$ cat src/rtl/spi_slave_port_if.sv
// Pin-level SPI lanes plus the local rx/tx valid/ready beat handshakes of spi_slave_port.
// slave = the responder's view, master = the view of whatever drives the link and local logic.
interface spi_slave_port_if #(
    parameter int unsigned LANE_W = 8
);
    logic              SCLK;
    logic              CS;
    logic [LANE_W-1:0] MOSI;
    logic              cpol;
    logic              cpha;
    logic [LANE_W-1:0] MISO;
    logic              MISO_oe;
    logic [LANE_W-1:0] rx_data;
    logic              rx_valid;
    logic              rx_ready;
    logic [LANE_W-1:0] tx_data;
    logic              tx_valid;
    logic              tx_ready;
    logic              rx_overflow;
    logic              tx_underrun;
    logic              frame_done;
    logic [7:0]        frame_beats;

    modport slave (
        input  SCLK, CS, MOSI, cpol, cpha, rx_ready, tx_data, tx_valid,
        output MISO, MISO_oe, rx_data, rx_valid, tx_ready,
               rx_overflow, tx_underrun, frame_done, frame_beats
    );

    modport master (
        output SCLK, CS, MOSI, cpol, cpha, rx_ready, tx_data, tx_valid,
        input  MISO, MISO_oe, rx_data, rx_valid, tx_ready,
               rx_overflow, tx_underrun, frame_done, frame_beats
    );
endinterface

$ cat src/rtl/spi_slave_port.sv
// SPI responder: oversamples SCLK/CS/MOSI on clk, all four CPOL/CPHA modes, one LANE_W beat per SCLK period.
// Actions land 3 clk after a pin edge; rx/tx use single-entry holding registers with valid/ready.
module spi_slave_port #(
    parameter int unsigned       LANE_W = 8,
    parameter logic [LANE_W-1:0] FILL   = '0
) (
    input  logic            clk,
    input  logic            rst,
    spi_slave_port_if.slave bus
);
    typedef enum logic [1:0] {WAIT_IDLE, IDLE, ACTIVE} state_t;

    logic [2:0]        sclk_q, cs_q;
    logic [LANE_W-1:0] mosi1_q, mosi2_q;

    state_t            state_q, state_d;
    logic              cpol_q, cpol_d, cpha_q, cpha_d;
    logic              skip_q, skip_d;
    logic [7:0]        count_q, count_d, frame_beats_q, frame_beats_d;
    logic [LANE_W-1:0] miso_q, miso_d, rx_data_q, rx_data_d, hold_q, hold_d;
    logic              oe_q, oe_d, rx_valid_q, rx_valid_d, full_q, full_d;
    logic              ovf_q, ovf_d, und_q, und_d, done_q, done_d;

    logic sclk_rise, sclk_fall, cs_rise, cs_fall, cs_lvl;
    logic sample_on_rise, sample_edge, shift_edge;
    logic do_load, do_capture, tx_accept;

    always_ff @(posedge clk) begin
        if (rst) begin
            sclk_q  <= '0;
            cs_q    <= '0;
            mosi1_q <= '0;
            mosi2_q <= '0;
        end else begin
            sclk_q  <= {sclk_q[1:0], bus.SCLK};
            cs_q    <= {cs_q[1:0], bus.CS};
            mosi1_q <= bus.MOSI;
            mosi2_q <= mosi1_q;
        end
    end

    // MOSI is taken from the same stage as the SCLK level that reveals the edge.
    assign sclk_rise      =  sclk_q[1] & ~sclk_q[2];
    assign sclk_fall      = ~sclk_q[1] &  sclk_q[2];
    assign cs_rise        =  cs_q[1] & ~cs_q[2];
    assign cs_fall        = ~cs_q[1] &  cs_q[2];
    assign cs_lvl         =  cs_q[1];
    assign sample_on_rise = (cpol_q == cpha_q);
    assign sample_edge    = sample_on_rise ? sclk_rise : sclk_fall;
    assign shift_edge     = sample_on_rise ? sclk_fall : sclk_rise;
    assign tx_accept      = bus.tx_valid & ~full_q;

    always_comb begin
        state_d       = state_q;
        cpol_d        = cpol_q;
        cpha_d        = cpha_q;
        skip_d        = skip_q;
        count_d       = count_q;
        frame_beats_d = frame_beats_q;
        miso_d        = miso_q;
        rx_data_d     = rx_data_q;
        hold_d        = hold_q;
        oe_d          = oe_q;
        rx_valid_d    = rx_valid_q;
        full_d        = full_q;
        ovf_d         = 1'b0;
        und_d         = 1'b0;
        done_d        = 1'b0;
        do_load       = 1'b0;
        do_capture    = 1'b0;

        if (cs_lvl) begin
            cpol_d = bus.cpol;
            cpha_d = bus.cpha;
        end

        case (state_q)
            WAIT_IDLE: begin
                if (cs_lvl) state_d = IDLE;
            end
            IDLE: begin
                if (cs_fall) begin
                    state_d = ACTIVE;
                    oe_d    = 1'b1;
                    count_d = '0;
                    skip_d  = ~cpha_q;
                    do_load = ~cpha_q;
                end
            end
            ACTIVE: begin
                if (cs_rise) begin
                    state_d       = IDLE;
                    oe_d          = 1'b0;
                    done_d        = 1'b1;
                    frame_beats_d = count_q;
                end else begin
                    if (sample_edge) begin
                        do_capture = 1'b1;
                        if (count_q != 8'hFF) count_d = count_q + 8'd1;
                    end
                    // With cpha=0 the first beat was loaded at CS fall, so its shift edge is spent.
                    if (shift_edge) begin
                        if (skip_q) skip_d  = 1'b0;
                        else        do_load = 1'b1;
                    end
                end
            end
            default: state_d = WAIT_IDLE;
        endcase

        if (do_load) begin
            if (full_q) begin
                miso_d = hold_q;
                full_d = 1'b0;
            end else begin
                miso_d = FILL;
                und_d  = 1'b1;
            end
        end
        if (tx_accept) begin
            hold_d = bus.tx_data;
            full_d = 1'b1;
        end

        if (rx_valid_q && bus.rx_ready) rx_valid_d = 1'b0;
        if (do_capture) begin
            if (!rx_valid_q || bus.rx_ready) begin
                rx_data_d  = mosi2_q;
                rx_valid_d = 1'b1;
            end else begin
                ovf_d = 1'b1;
            end
        end
    end

    always_ff @(posedge clk) begin
        if (rst) begin
            state_q       <= WAIT_IDLE;
            cpol_q        <= 1'b0;
            cpha_q        <= 1'b0;
            skip_q        <= 1'b0;
            count_q       <= '0;
            frame_beats_q <= '0;
            miso_q        <= FILL;
            rx_data_q     <= '0;
            hold_q        <= '0;
            oe_q          <= 1'b0;
            rx_valid_q    <= 1'b0;
            full_q        <= 1'b0;
            ovf_q         <= 1'b0;
            und_q         <= 1'b0;
            done_q        <= 1'b0;
        end else begin
            state_q       <= state_d;
            cpol_q        <= cpol_d;
            cpha_q        <= cpha_d;
            skip_q        <= skip_d;
            count_q       <= count_d;
            frame_beats_q <= frame_beats_d;
            miso_q        <= miso_d;
            rx_data_q     <= rx_data_d;
            hold_q        <= hold_d;
            oe_q          <= oe_d;
            rx_valid_q    <= rx_valid_d;
            full_q        <= full_d;
            ovf_q         <= ovf_d;
            und_q         <= und_d;
            done_q        <= done_d;
        end
    end

    assign bus.MISO        = miso_q;
    assign bus.MISO_oe     = oe_q;
    assign bus.rx_data     = rx_data_q;
    assign bus.rx_valid    = rx_valid_q;
    assign bus.tx_ready    = ~full_q;
    assign bus.rx_overflow = ovf_q;
    assign bus.tx_underrun = und_q;
    assign bus.frame_done  = done_q;
    assign bus.frame_beats = frame_beats_q;
endmodule

$ cat src/flat_wrapper.sv
// flat-port wrapper written by rule: the top's interface ports become plain ports
module spi_slave_port_flat 
#(
    parameter int unsigned       LANE_W = 8,
    parameter logic [LANE_W-1:0] FILL   = '0
)
  (clk, rst, bus_SCLK, bus_CS, bus_MOSI, bus_cpol, bus_cpha, bus_rx_ready, bus_tx_data, bus_tx_valid, bus_MISO, bus_MISO_oe, bus_rx_data, bus_rx_valid, bus_tx_ready, bus_rx_overflow, bus_tx_underrun, bus_frame_done, bus_frame_beats);
  spi_slave_port_if #(.LANE_W(LANE_W)) bus_i ();
  input  logic clk;
  input  logic rst;
  input wire logic [$bits(bus_i.SCLK)-1:0] bus_SCLK;
  input wire logic [$bits(bus_i.CS)-1:0] bus_CS;
  input wire logic [$bits(bus_i.MOSI)-1:0] bus_MOSI;
  input wire logic [$bits(bus_i.cpol)-1:0] bus_cpol;
  input wire logic [$bits(bus_i.cpha)-1:0] bus_cpha;
  input wire logic [$bits(bus_i.rx_ready)-1:0] bus_rx_ready;
  input wire logic [$bits(bus_i.tx_data)-1:0] bus_tx_data;
  input wire logic [$bits(bus_i.tx_valid)-1:0] bus_tx_valid;
  output wire logic [$bits(bus_i.MISO)-1:0] bus_MISO;
  output wire logic [$bits(bus_i.MISO_oe)-1:0] bus_MISO_oe;
  output wire logic [$bits(bus_i.rx_data)-1:0] bus_rx_data;
  output wire logic [$bits(bus_i.rx_valid)-1:0] bus_rx_valid;
  output wire logic [$bits(bus_i.tx_ready)-1:0] bus_tx_ready;
  output wire logic [$bits(bus_i.rx_overflow)-1:0] bus_rx_overflow;
  output wire logic [$bits(bus_i.tx_underrun)-1:0] bus_tx_underrun;
  output wire logic [$bits(bus_i.frame_done)-1:0] bus_frame_done;
  output wire logic [$bits(bus_i.frame_beats)-1:0] bus_frame_beats;
  assign bus_i.SCLK = bus_SCLK;
  assign bus_i.CS = bus_CS;
  assign bus_i.MOSI = bus_MOSI;
  assign bus_i.cpol = bus_cpol;
  assign bus_i.cpha = bus_cpha;
  assign bus_i.rx_ready = bus_rx_ready;
  assign bus_i.tx_data = bus_tx_data;
  assign bus_i.tx_valid = bus_tx_valid;
  assign bus_MISO = bus_i.MISO;
  assign bus_MISO_oe = bus_i.MISO_oe;
  assign bus_rx_data = bus_i.rx_data;
  assign bus_rx_valid = bus_i.rx_valid;
  assign bus_tx_ready = bus_i.tx_ready;
  assign bus_rx_overflow = bus_i.rx_overflow;
  assign bus_tx_underrun = bus_i.tx_underrun;
  assign bus_frame_done = bus_i.frame_done;
  assign bus_frame_beats = bus_i.frame_beats;
  spi_slave_port #(.LANE_W(LANE_W), .FILL(FILL)) u_core (.clk(clk), .rst(rst), .bus(bus_i));
endmodule
$ cat config.mk
export PLATFORM = sky130hd
export DESIGN_NAME = spi_slave_port_flat
export DESIGN_NICKNAME = d
export VERILOG_FILES = /design/src/rtl/spi_slave_port_if.sv /design/src/rtl/spi_slave_port.sv /design/src/flat_wrapper.sv
export SDC_FILE = /design/constraint.sdc
export NUM_CORES = 1
export LEC_CHECK = 0
export ABC_AREA = 1
export BUFFER_PORTS_ARGS = -buffer_cell sky130_fd_sc_hd__buf_2
export CAP_MARGIN = 25
export CORE_UTILIZATION = 45
export CTS_BUF_LIST = sky130_fd_sc_hd__clkbuf_8
export CTS_CLUSTER_DIAMETER = 60
export DETAILED_ROUTE_END_ITERATION = 8
export GPL_TIMING_DRIVEN = 0
export PLACE_DENSITY = 0.63
export SLEW_MARGIN = 10
export SYNTH_ARGS = -nofsm -noshare
export SYNTH_HDL_FRONTEND = slang
export SYNTH_SLANG_ARGS = --single-unit
export TNS_END_PERCENT = 50
$ cat constraint.sdc
create_clock -name clk -period 1.5 [get_ports clk]
set_input_delay 0.075 -clock clk [delete_from_list [all_inputs] [get_ports clk]]
set_output_delay 0.075 -clock clk [all_outputs]
set_load 0.05 [all_outputs]
==> summary.txt, run 1 <==
CTS
  – Worst-Skew Late Latency: 0.35 ns
  – TritonCTS Buffers: 9
  – CTS H-tree lvls: 3
  – CTS tree: yes
  – Clk root buf: clkbuf_8
  – Reg clk slew, reported paths: 0.07 ns
  – Clock sink total: 73
  – Clock buffer depth: 2

Layout
  – Ant diodes: 0
  – Filler cells: 550
  – Most frequent cells in the layout: 76 x nor2_1, 68 x dfxtp_1, 55 x nand2_1
  – Register area: 0.00147 mm^2
  – Share of cells above drive strength 1: 23.8%
  – Non-filler cells, final: 542
  – Commonest non-fill, non-tap cell in the layout: nor2_1
  – Footprint of the multi-input gates: 0.00120 mm^2
  – Nets: 491
  – Area Overhead vs Synth: 33.0%

Setup path
  – Critical Path Source Type: flip-flop
  – Crit-path max cell delay: 0.37 ns
  – Worst endpoint required time: 1.75 ns
  – RR Endpoint: u_core.count_q[6]
  – CP endpoint kind: flip-flop
  – CP arrival: 1.66 ns
  – Reg2Reg Setup Slack: 0.08 ns
  – Worst reg2reg path depth: 8
  – Critical path cell sequence: inv_2 > ha_4 > nand2_2 > a21oi_4 > buf_6 > nand3_1 > nand2_1 > nor2_1
  – Class of the most critical setup path: reg2reg
  – Slowest cell on crit path: dfxtp_4
  – Reg-to-Reg Start: u_core.state_q[1]
  – CP Max Fanout: 5

Yosys
  – Cell Area, Synth: 0.00284 mm^2
  – Number of flops mapped to enable cells by yosys: 0
  – Synth unique cells: 25
  – Yosys top cell area share: 51.5%
  – Flop and latch count out of synthesis: 73
  – Ys flop type: dfxtp_1
  – Synth warn: 0
  – Fraction of registers with async set/reset: 0%
  – Register area share after synthesis: 51.5%
  – Compound-Gate Fraction of Synth Area: 8.87%
  – Post-synthesis simple-gate area fraction: 27.0%
  – Main combinational cell family by area after synthesis: simple AND/OR/NAND/NOR gates
  – Largest area contributor in the netlist: dfxtp_1
  – Syn Inst Count: 376
  – Synth Area in XOR/XNOR: 0.618%
  – Mean post-synth cell area: 7.54 um^2
  – Post-synthesis mux area share: 0%
  – Synthesized Nets: 405
  – Top post-synthesis cells by area: dfxtp_1 52%, nor2_1 10%, nand2_1 7.8%
  – Post-Synth Adder-Cell Area: 2.21%

Floorplan
  – Die Span Y: 81.4 um
  – Site row count: 28
  – Die W: 81.4 um
  – Initial Util: 47.3%
  – Ports: 54
  – Core area: 0.00599 mm^2
  – Die ar.: 0.00662 mm^2

Global routing
  – First-pass GRT wire length: 9570 um
  – Total track usage: 19.4%
  – Total grt overflow: 0
  – Vias in the first global route: 2171
  – Antenna violations before repair: 0
  – Largest net degree at the start of global routing: 13

Placement
  – DP HPWL: 3890 um
  – Port Buf Inserts: 52
  – DP Worst Slack: -0.152 ns
  – GP Congestion: 0.750
  – Placed cell count: 503

STA
  – Max-slew violation count: 0
  – Final Skew: 0.00676 ns
  – Fraction of the cycle the final worst path needs: 94.4%
  – Final hold violations: 0
  – Slew HR: 62.8%
  – Worst Tran Pin Value: 0.558 ns
  – Setup WS post-layout: 0.0834 ns
  – Fmax: 706 MHz
  – Min Clock Period, post-route: 1.42 ns
  – Endpoints failing setup: 0

Pwr
  – Power Dens Cells: 1390 mW/mm^2
  – Worst ir drop on vdd: 0.787 mV
  – P_leak: 0.00178 uW

Detailed routing
  – Total number of vias: 2481
  – Drt first pass iters: 4
  – Routed WL: 5930 um
  – DRC Markers: 0
  – Initial drt markers: 133
  – DR vias/cell: 4.58
  – Final ANT Viol Nets: 0
  – Wire length per cell: 10.9 um

Min path
  – HP Start: bus_cpol
  – Hold Path End: u_core.cpol_q
  – Worst Hold Class: in2reg
  – Hold path depth: 3

Flow run
  – Max cap viols: 0

Outcome
  – Status: complete, no violations
logic make-up after synthesis:
logic type | count (synthesis)
simple gates | 180
flops | 73
buf+inv | 67
compound gates | 49
fa+ha+maj | 5
xor+xnor | 2
worst max-delay path: cells and delay by family, from the launching register on:
| kind | cells | cell delay [ns] |
|---|---|---|
| adders and majority gates | 1 | 0.27 |
| AOI/OAI and AO/OA | 1 | 0.18 |
| DFF | 1 | 0.37 |
| and+or+nand+nor | 4 | 0.27 |
| buffers and inverters | 2 | 0.21 |
how the worst max path moves through the flow:
stage,start,end
3_5_place_dp,u_core.state_q[0],u_core.bus.MISO[3]
6_report,u_core.state_q[1],u_core.count_q[6]
4_1_cts,u_core.state_q[0],u_core.bus.MISO[3]
2_1_floorplan,u_core.count_q[0],u_core.count_q[6]
3_3_place_gp,u_core.state_q[0],u_core.bus.MISO[3]
5_1_grt,u_core.state_q[1],u_core.count_q[6]
final cells by class:
type	instances	share of cell area, %
Tap cell	75	2.49
Sequential cell	73	39.1
Clock buffer	12	4.38
Inverter	54	5.51
Buffer	13	2.02
Clock inverter	4	1.96
Multi-Input combinational cell	236	31.8
Timing Repair Buffer	75	12.8
registers in the layout, summed over array words and instances (netlist names), 3 cells and up:
signal and count:
u_core.count_q 8, u_core.bus.frame_beats 8, u_core.mosi2_q 8, u_core.sclk_q 3, u_core.bus.MISO 8, u_core.hold_q 8
u_core.mosi1_q 8, u_core.bus.rx_data 8, u_core.cs_q 3
stage by stage:
step | setup TNS (ns) | total power (uW) | area, um^2 | utilization, % | hold slack [ns]
after floorplan | 0 | 2940 | 2840 | - | 0.182
after global placement | -1.35 | 3170 | 3190 | 53.2 | 0.275
after detailed placement | -2.48 | 3180 | 3190 | 53.2 | 0.281
after CTS | -0.0141 | 5090 | 3660 | 61.1 | 0.0103
after global routing | -0.00698 | 5550 | 3770 | 62.9 | 0.0340
final | 0 | 5250 | 3770 | 62.9 | 0.0223
cells in the mapped netlist (2+ instances only):
cell type,n
a21oi_1,18
buf_2,2
buf_6,3
clkbuf_1,7
dfxtp_1,73
ha_1,5
inv_1,53
nand2_1,59
nand2_2,7
nand3_1,29
nor2_1,79
o21ai_0,28
metal layers:
metal	vias up	track usage (%)	routed length [um]
li1	1328	-	-
met4	0	7.68	91
met2	48	30.4	2700
met1	1096	24.4	2890
met3	9	6.40	254
met5	-	0	0
what timing repair did:
item	CTS	global route
pin swaps	3	3
hold buffers	19	0
cloned	1	0
resized for setup	13	24
buffers inserted	0	3
hold endpoints to repair	19	0
setup endpoints to repair	34	35
report_power, final:
group          internal (uW)  switching [uW]  total, uW  leakage [uW]
registers               2080            85.3       2160      0.000599
clock network           1070             713       1790      0.000123
logic                    480             824       1300       0.00106
Note: power is estimated with default switching activity, not from simulation.
==> run 2, diff against run 1 <==
--- a/config.mk
+++ b/config.mk
@@ -8,12 +8,14 @@
 export ABC_AREA = 1
 export BUFFER_PORTS_ARGS = -buffer_cell sky130_fd_sc_hd__buf_2
 export CAP_MARGIN = 25
-export CORE_UTILIZATION = 45
-export CTS_BUF_LIST = sky130_fd_sc_hd__clkbuf_8
+export CELL_PAD_IN_SITES_DETAIL_PLACEMENT = 2
+export CELL_PAD_IN_SITES_GLOBAL_PLACEMENT = 2
+export CORE_UTILIZATION = 32
+export CTS_BUF_LIST = sky130_fd_sc_hd__clkbuf_4
 export CTS_CLUSTER_DIAMETER = 60
 export DETAILED_ROUTE_END_ITERATION = 8
 export GPL_TIMING_DRIVEN = 0
-export PLACE_DENSITY = 0.63
+export PLACE_DENSITY = 0.77
 export SLEW_MARGIN = 10
 export SYNTH_ARGS = -nofsm -noshare
 export SYNTH_HDL_FRONTEND = slang
==> summary.txt, run 2 (same netlist as run 1, synthesis figures left out) <==
Setup path
  – Critical Path Source Type: flip-flop
  – RR Endpoint: u_core.count_q[0]
  – CP endpoint kind: flip-flop
  – Worst reg2reg path depth: 8
  – Worst Setup SP: u_core.state_q[0]
  – CP arrival: 1.87 ns
  – Reg2Reg Setup Slack: -0.04 ns
  – Worst endpoint required time: 1.83 ns
  – Reg-to-Reg Start: u_core.state_q[0]
  – Class of the most critical setup path: reg2reg
  – CP Max Fanout: 5
  – CP endpoint: u_core.count_q[0]

STA
  – Setup WS post-layout: -0.0430 ns
  – Fmax: 648 MHz
  – Final hold violations: 0
  – Hold slack: 0.0168 ns
  – Final Skew: 0.0207 ns
  – Min Clock Period, post-route: 1.54 ns
  – Max-slew violation count: 0
  – RSZ-0062 raised after global routing: true
  – Fraction of the cycle the final worst path needs: 103%
  – Worst Tran Pin Value: 0.646 ns
  – Endpoints failing setup: 2
  – Slew HR: 56.9%

Detailed routing
  – Routed WL: 9230 um
  – DRC Markers: 0
  – Drt first pass iters: 4
  – Total number of vias: 2803
  – Wire length per cell: 15.8 um
  – Final ANT Viol Nets: 0
  – DR vias/cell: 4.81
  – Initial drt markers: 51

CTS
  – Reg clk slew, reported paths: 0.13 ns
  – CTS tree: yes
  – Clock buffer depth: 2
  – TritonCTS Buffers: 9
  – Clk root buf: clkbuf_4
  – Clock sink total: 73
  – Worst-Skew Late Latency: 0.42 ns
  – CTS H-tree lvls: 3

Placement
  – DP HPWL: 5550 um
  – Port Buf Inserts: 52
  – GP Congestion: 0.728
  – DP Worst Slack: -0.244 ns

Floorplan
  – Die W: 96.1 um
  – Ports: 54
  – Initial Util: 33.8%
  – Die Span Y: 96.1 um
  – Core area: 0.00838 mm^2
  – Die ar.: 0.00924 mm^2
  – Site row count: 33

Layout
  – Share of cells above drive strength 1: 28.5%
  – Nets: 502
  – Utilization after layout: 46.2%
  – Area Overhead vs Synth: 36.7%
  – Most frequent cells in the layout: 72 x nor2_1, 67 x dfxtp_1, 53 x buf_2
  – Filler cells: 945
  – Ant diodes: 0
  – Commonest non-fill, non-tap cell in the layout: nor2_1
  – Register area: 0.00148 mm^2
  – Footprint of the multi-input gates: 0.00129 mm^2

Global routing
  – Total track usage: 19.9%
  – Vias in the first global route: 2867
  – First-pass GRT wire length: 13800 um
  – Met3 Use GR: 2.92%
  – Global routing's busiest layer: met2
  – Total grt overflow: 0
  – Largest net degree at the start of global routing: 14
  – GR Util met2: 36.1%
  – Global Route met1 Usage: 23.9%
  – Antenna violations before repair: 0

Flow run
  – Max cap viols: 0

Min path
  – Hold path depth: 2
  – Worst Hold Class: in2reg

Pwr
  – Final Power: 5040 uW
  – Power Dens Cells: 1300 mW/mm^2
  – Worst ir drop on vdd: 0.659 mV
  – P_leak: 0.00178 uW

Outcome
  – Failing checks: negative setup slack
  – Status: finished with violations
-- run 2: cell count changes in the layout (fill, tap and decap cells not counted), moves of 4 or more --
cell / before / now
o21ai_0: 28 / 22
buf_4: 3 / 10
nor2_2: 2 / 6
clkbuf_8: 12 / 0
nand2_1: 55 / 51
clkbuf_4: 1 / 9
nor2_1: 76 / 72
o21ai_1: 0 / 5
-- run 2: worst min-delay path by stage --
stage | from | to | slack (ns)
after global placement | bus_CS | u_core.cs_q[0] | 0.27
after global routing | rst | u_core.count_q[7] | 0.04
final | rst | u_core.count_q[7] | 0.02
after CTS | rst | u_core.count_q[7] | 0.006
after floorplan | bus_CS | u_core.cs_q[0] | 0.18
after detailed placement | bus_SCLK | u_core.sclk_q[0] | 0.29
-- run 2: layout make-up --
| cell class | count | area share (%) |
|---|---|---|
| plain buffers | 13 | 2.07 |
| clock buffers | 9 | 1.74 |
| clock inverters | 7 | 1.78 |
| inverters | 54 | 5.36 |
| multi-input cells | 238 | 33.2 |
| flip-flops and latches | 73 | 38.1 |
| well taps | 105 | 3.39 |
| repair buffers | 84 | 14.4 |
-- run 2: repair_timing --
item	in CTS	in global routing
hold buffers	21	0
setup buffers	7	3
gates cloned	1	2
pin swaps	4	10
gates resized for setup	27	39
endpoints found under the setup margin	35	37
hold endpoints to repair	21	0
-- run 2: through the flow --
step / cells / instance area (um^2) / setup TNS (ns)
3_3_place_gp: 533 / 3230 / -3.23
3_5_place_dp: 533 / 3230 / -4.60
2_1_floorplan: 376 / 2840 / 0
6_report: 583 / 3880 / -0.0644
4_1_cts: 578 / 3720 / 0
5_1_grt: 583 / 3880 / -0.917
-- run 2: power by group --
part | leakage [uW] | internal [uW] | switching (uW)
registers | 0.000600 | 2070 | 91.4
logic | 0.00111 | 574 | 1050
clock network | 0.0000721 | 505 | 743
-- run 2: critical path: stages (launching register included) --
cell	delay, ns
dfxtp_4	0.41
inv_4	0.06
ha_4	0.28
nand2_4	0.06
a21oi_4	0.17
buf_6	0.15
nand3_1	0.13
nand2_1	0.12
nor2_1	0.06
-- run 2: routing by layer --
layer  part of all wire, %  vias to the layer above
met5                     0                        -
met4                   1.4                        0
met3                   2.7                       12
met2                    52                       47
met1                    43                     1380
li1                      -                     1364
==> run 3, diff against run 2 <==
--- a/config.mk
+++ b/config.mk
@@ -15,7 +15,7 @@
 export CTS_CLUSTER_DIAMETER = 60
 export DETAILED_ROUTE_END_ITERATION = 8
 export GPL_TIMING_DRIVEN = 0
-export PLACE_DENSITY = 0.77
+export PLACE_DENSITY_LB_ADDON = 0.25
 export SLEW_MARGIN = 10
 export SYNTH_ARGS = -nofsm -noshare
 export SYNTH_HDL_FRONTEND = slang
==> summary.txt, run 3 (same netlist as run 1, synthesis figures left out) <==
Outcome
  – Status: finished with violations
  – Failing checks: negative setup slack

Global routing
  – Largest net degree at the start of global routing: 13
  – Total grt overflow: 0
  – Total track usage: 21.6%
  – Antenna violations before repair: 0
  – First-pass GRT wire length: 14500 um
  – Vias in the first global route: 2870

Pwr
  – Internal: 3350 uW
  – P_leak: 0.00178 uW
  – Power Dens Cells: 1370 mW/mm^2
  – Sw power: 1980 uW
  – Reg power frac: 41.2%
  – Comb power frac: 31.8%
  – Final Power: 5330 uW
  – Clk pwr share: 27.0%
  – Sw frac: 37.2%
  – Worst ir drop on vdd: 0.645 mV

Floorplan
  – Site row count: 33
  – Core area: 0.00838 mm^2
  – Die ar.: 0.00924 mm^2
  – Initial Util: 33.8%
  – Die Span Y: 96.1 um
  – Ports: 54
  – Die W: 96.1 um

STA
  – Hold slack: 0.00757 ns
  – Fraction of the cycle the final worst path needs: 106%
  – Fmax: 630 MHz
  – Max-slew violation count: 0
  – RSZ-0062 raised after global routing: true
  – Setup TNS: -0.652 ns
  – Min Clock Period, post-route: 1.59 ns
  – Endpoints failing setup: 17
  – Setup WS post-layout: -0.0879 ns
  – Final hold violations: 0
  – Worst Tran Pin Value: 0.626 ns
  – Slew HR: 58.3%
  – Final Skew: 0.00758 ns

Setup path
  – Worst endpoint required time: 1.88 ns
  – Crit-path max cell delay: 0.39 ns
  – Bufs and invs on worst path: 3
  – Class of the most critical setup path: reg2reg
  – CP arrival: 1.96 ns
  – Crit path max-delay family: simple AND/OR/NAND/NOR gates
  – Critical path cell sequence: inv_1 > o21ai_4 > nand2_4 > buf_4 > inv_2 > nand4_1 > nand3_1 > nand2_1 > nor2_1
  – CP Max Fanout: 3
  – Slowest cell on crit path: dfxtp_1
  – Critical Path Source Type: flip-flop
  – CP endpoint kind: flip-flop

Placement
  – GP Congestion: 0.720
  – DP Area: 0.00323 mm^2
  – Placed cell count: 533
  – Port Buf Inserts: 52
  – DP HPWL: 5650 um

Detailed routing
  – Metal-1 WL: 4670 um
  – DRC Markers: 0
  – Final ANT Viol Nets: 0
  – Drt first pass iters: 4
  – Total number of vias: 2831
  – Met3 routed WL: 332 um
  – Metal2 WL: 6020 um
  – Highest metal used: met4
  – Wire length per cell: 19.7 um
  – Routed WL: 11400 um
  – DR vias/cell: 4.90
  – Initial drt markers: 70

CTS
  – Clock buffer depth: 2
  – TritonCTS Buffers: 9
  – Worst-Skew Late Latency: 0.43 ns
  – Clock sink total: 73
  – CTS H-tree lvls: 3
  – CTS tree: yes
  – Clk root buf: clkbuf_4
  – Reg clk slew, reported paths: 0.13 ns

Layout
  – Commonest non-fill, non-tap cell in the layout: nor2_1
  – Nets: 497
  – Ant diodes: 0
  – Final Cell Area: 0.00391 mm^2
  – Most frequent cells in the layout: 72 x nor2_1, 64 x dfxtp_1, 53 x nand2_1, 53 x buf_2, 50 x inv_1
  – Area Overhead vs Synth: 37.7%
  – Non-filler cells, final: 578
  – Filler cells: 988
  – Share of cells above drive strength 1: 29.0%

Flow run
  – Max cap viols: 0

Min path
  – Worst Hold Class: in2reg
## run 3: cell count changes in the layout (fill, tap and decap cells not counted), moves of 2 or more
cell        before  now
nand2_1         51   53
dfxtp_2          3    6
clkinvlp_4       2    0
dfxtp_1         67   64
nand3_1         25   18
buf_4           10    7
nand2_2         11    9
inv_1           48   50
nand3_2          3    9
inv_2            4    1
## run 3: power groups by stage
stage	combinational (uW)	sequential (uW)	clock (uW)
final	1700	2200	1440
after global routing	1820	2210	1540
after CTS	1350	2160	1430
after detailed placement	1070	2190	0
after global placement	1020	2170	0
after floorplan	635	2310	0
## run 3: stage by stage
stage / setup slack, ns / util (%)
floorplan: 0.137 / -
global placement: -0.137 / 38.5
detailed placement: -0.214 / 38.5
CTS: -0.0000990 / 44.1
global route: -0.146 / 46.6
finish: -0.0879 / 46.6
## run 3: timing repair
action	in CTS	in global routing
pin swaps	4	14
cloned	1	2
setup endpoints to repair	36	36
hold buffers	20	0
hold endpoints to repair	20	0
setup buffers	2	4
gates resized for setup	25	50
## run 3: final timing paths
kind / startpoint / end / slack [ns] / cells after the start
min reg2reg: u_core.cs_q[0] / u_core.cs_q[1] / 0.42 / 2
max: u_core.cs_q[2] / u_core.skip_q / -0.09 / 9
max reg2reg: u_core.cs_q[2] / u_core.skip_q / -0.09 / 9
min: bus_rx_ready / u_core.bus.rx_overflow / 0.008 / 4
## run 3: per-layer routing
layer / up-vias / GRT usage (%)
li1: 1349 / -
met1: 1378 / 24.8
met2: 75 / 39.7
met3: 29 / 3.63
met4: 0 / 7.71
met5: - / 0
## run 3: worst reg2reg max path: stages, from the launching register on
cell and delay (ns):
dfxtp_1 0.39, inv_1 0.15, o21ai_4 0.21, nand2_4 0.10, buf_4 0.15, inv_2 0.06, nand4_1 0.14, nand3_1 0.15
nand2_1 0.07, nor2_1 0.11
## run 3: area by class of cell
| cell class | instances | area, um^2 | area share [%] |
|---|---|---|---|
| repair buffers | 79 | 517 | 13.2 |
| clock inverters | 6 | 82.6 | 2.11 |
| inverters | 54 | 210 | 5.38 |
| clock buffers | 10 | 75.1 | 1.92 |
| well taps | 105 | 131 | 3.36 |
| multi-input cells | 238 | 1330 | 34.1 |
| flip-flops and latches | 73 | 1480 | 37.9 |
| plain buffers | 13 | 76.3 | 1.95 |
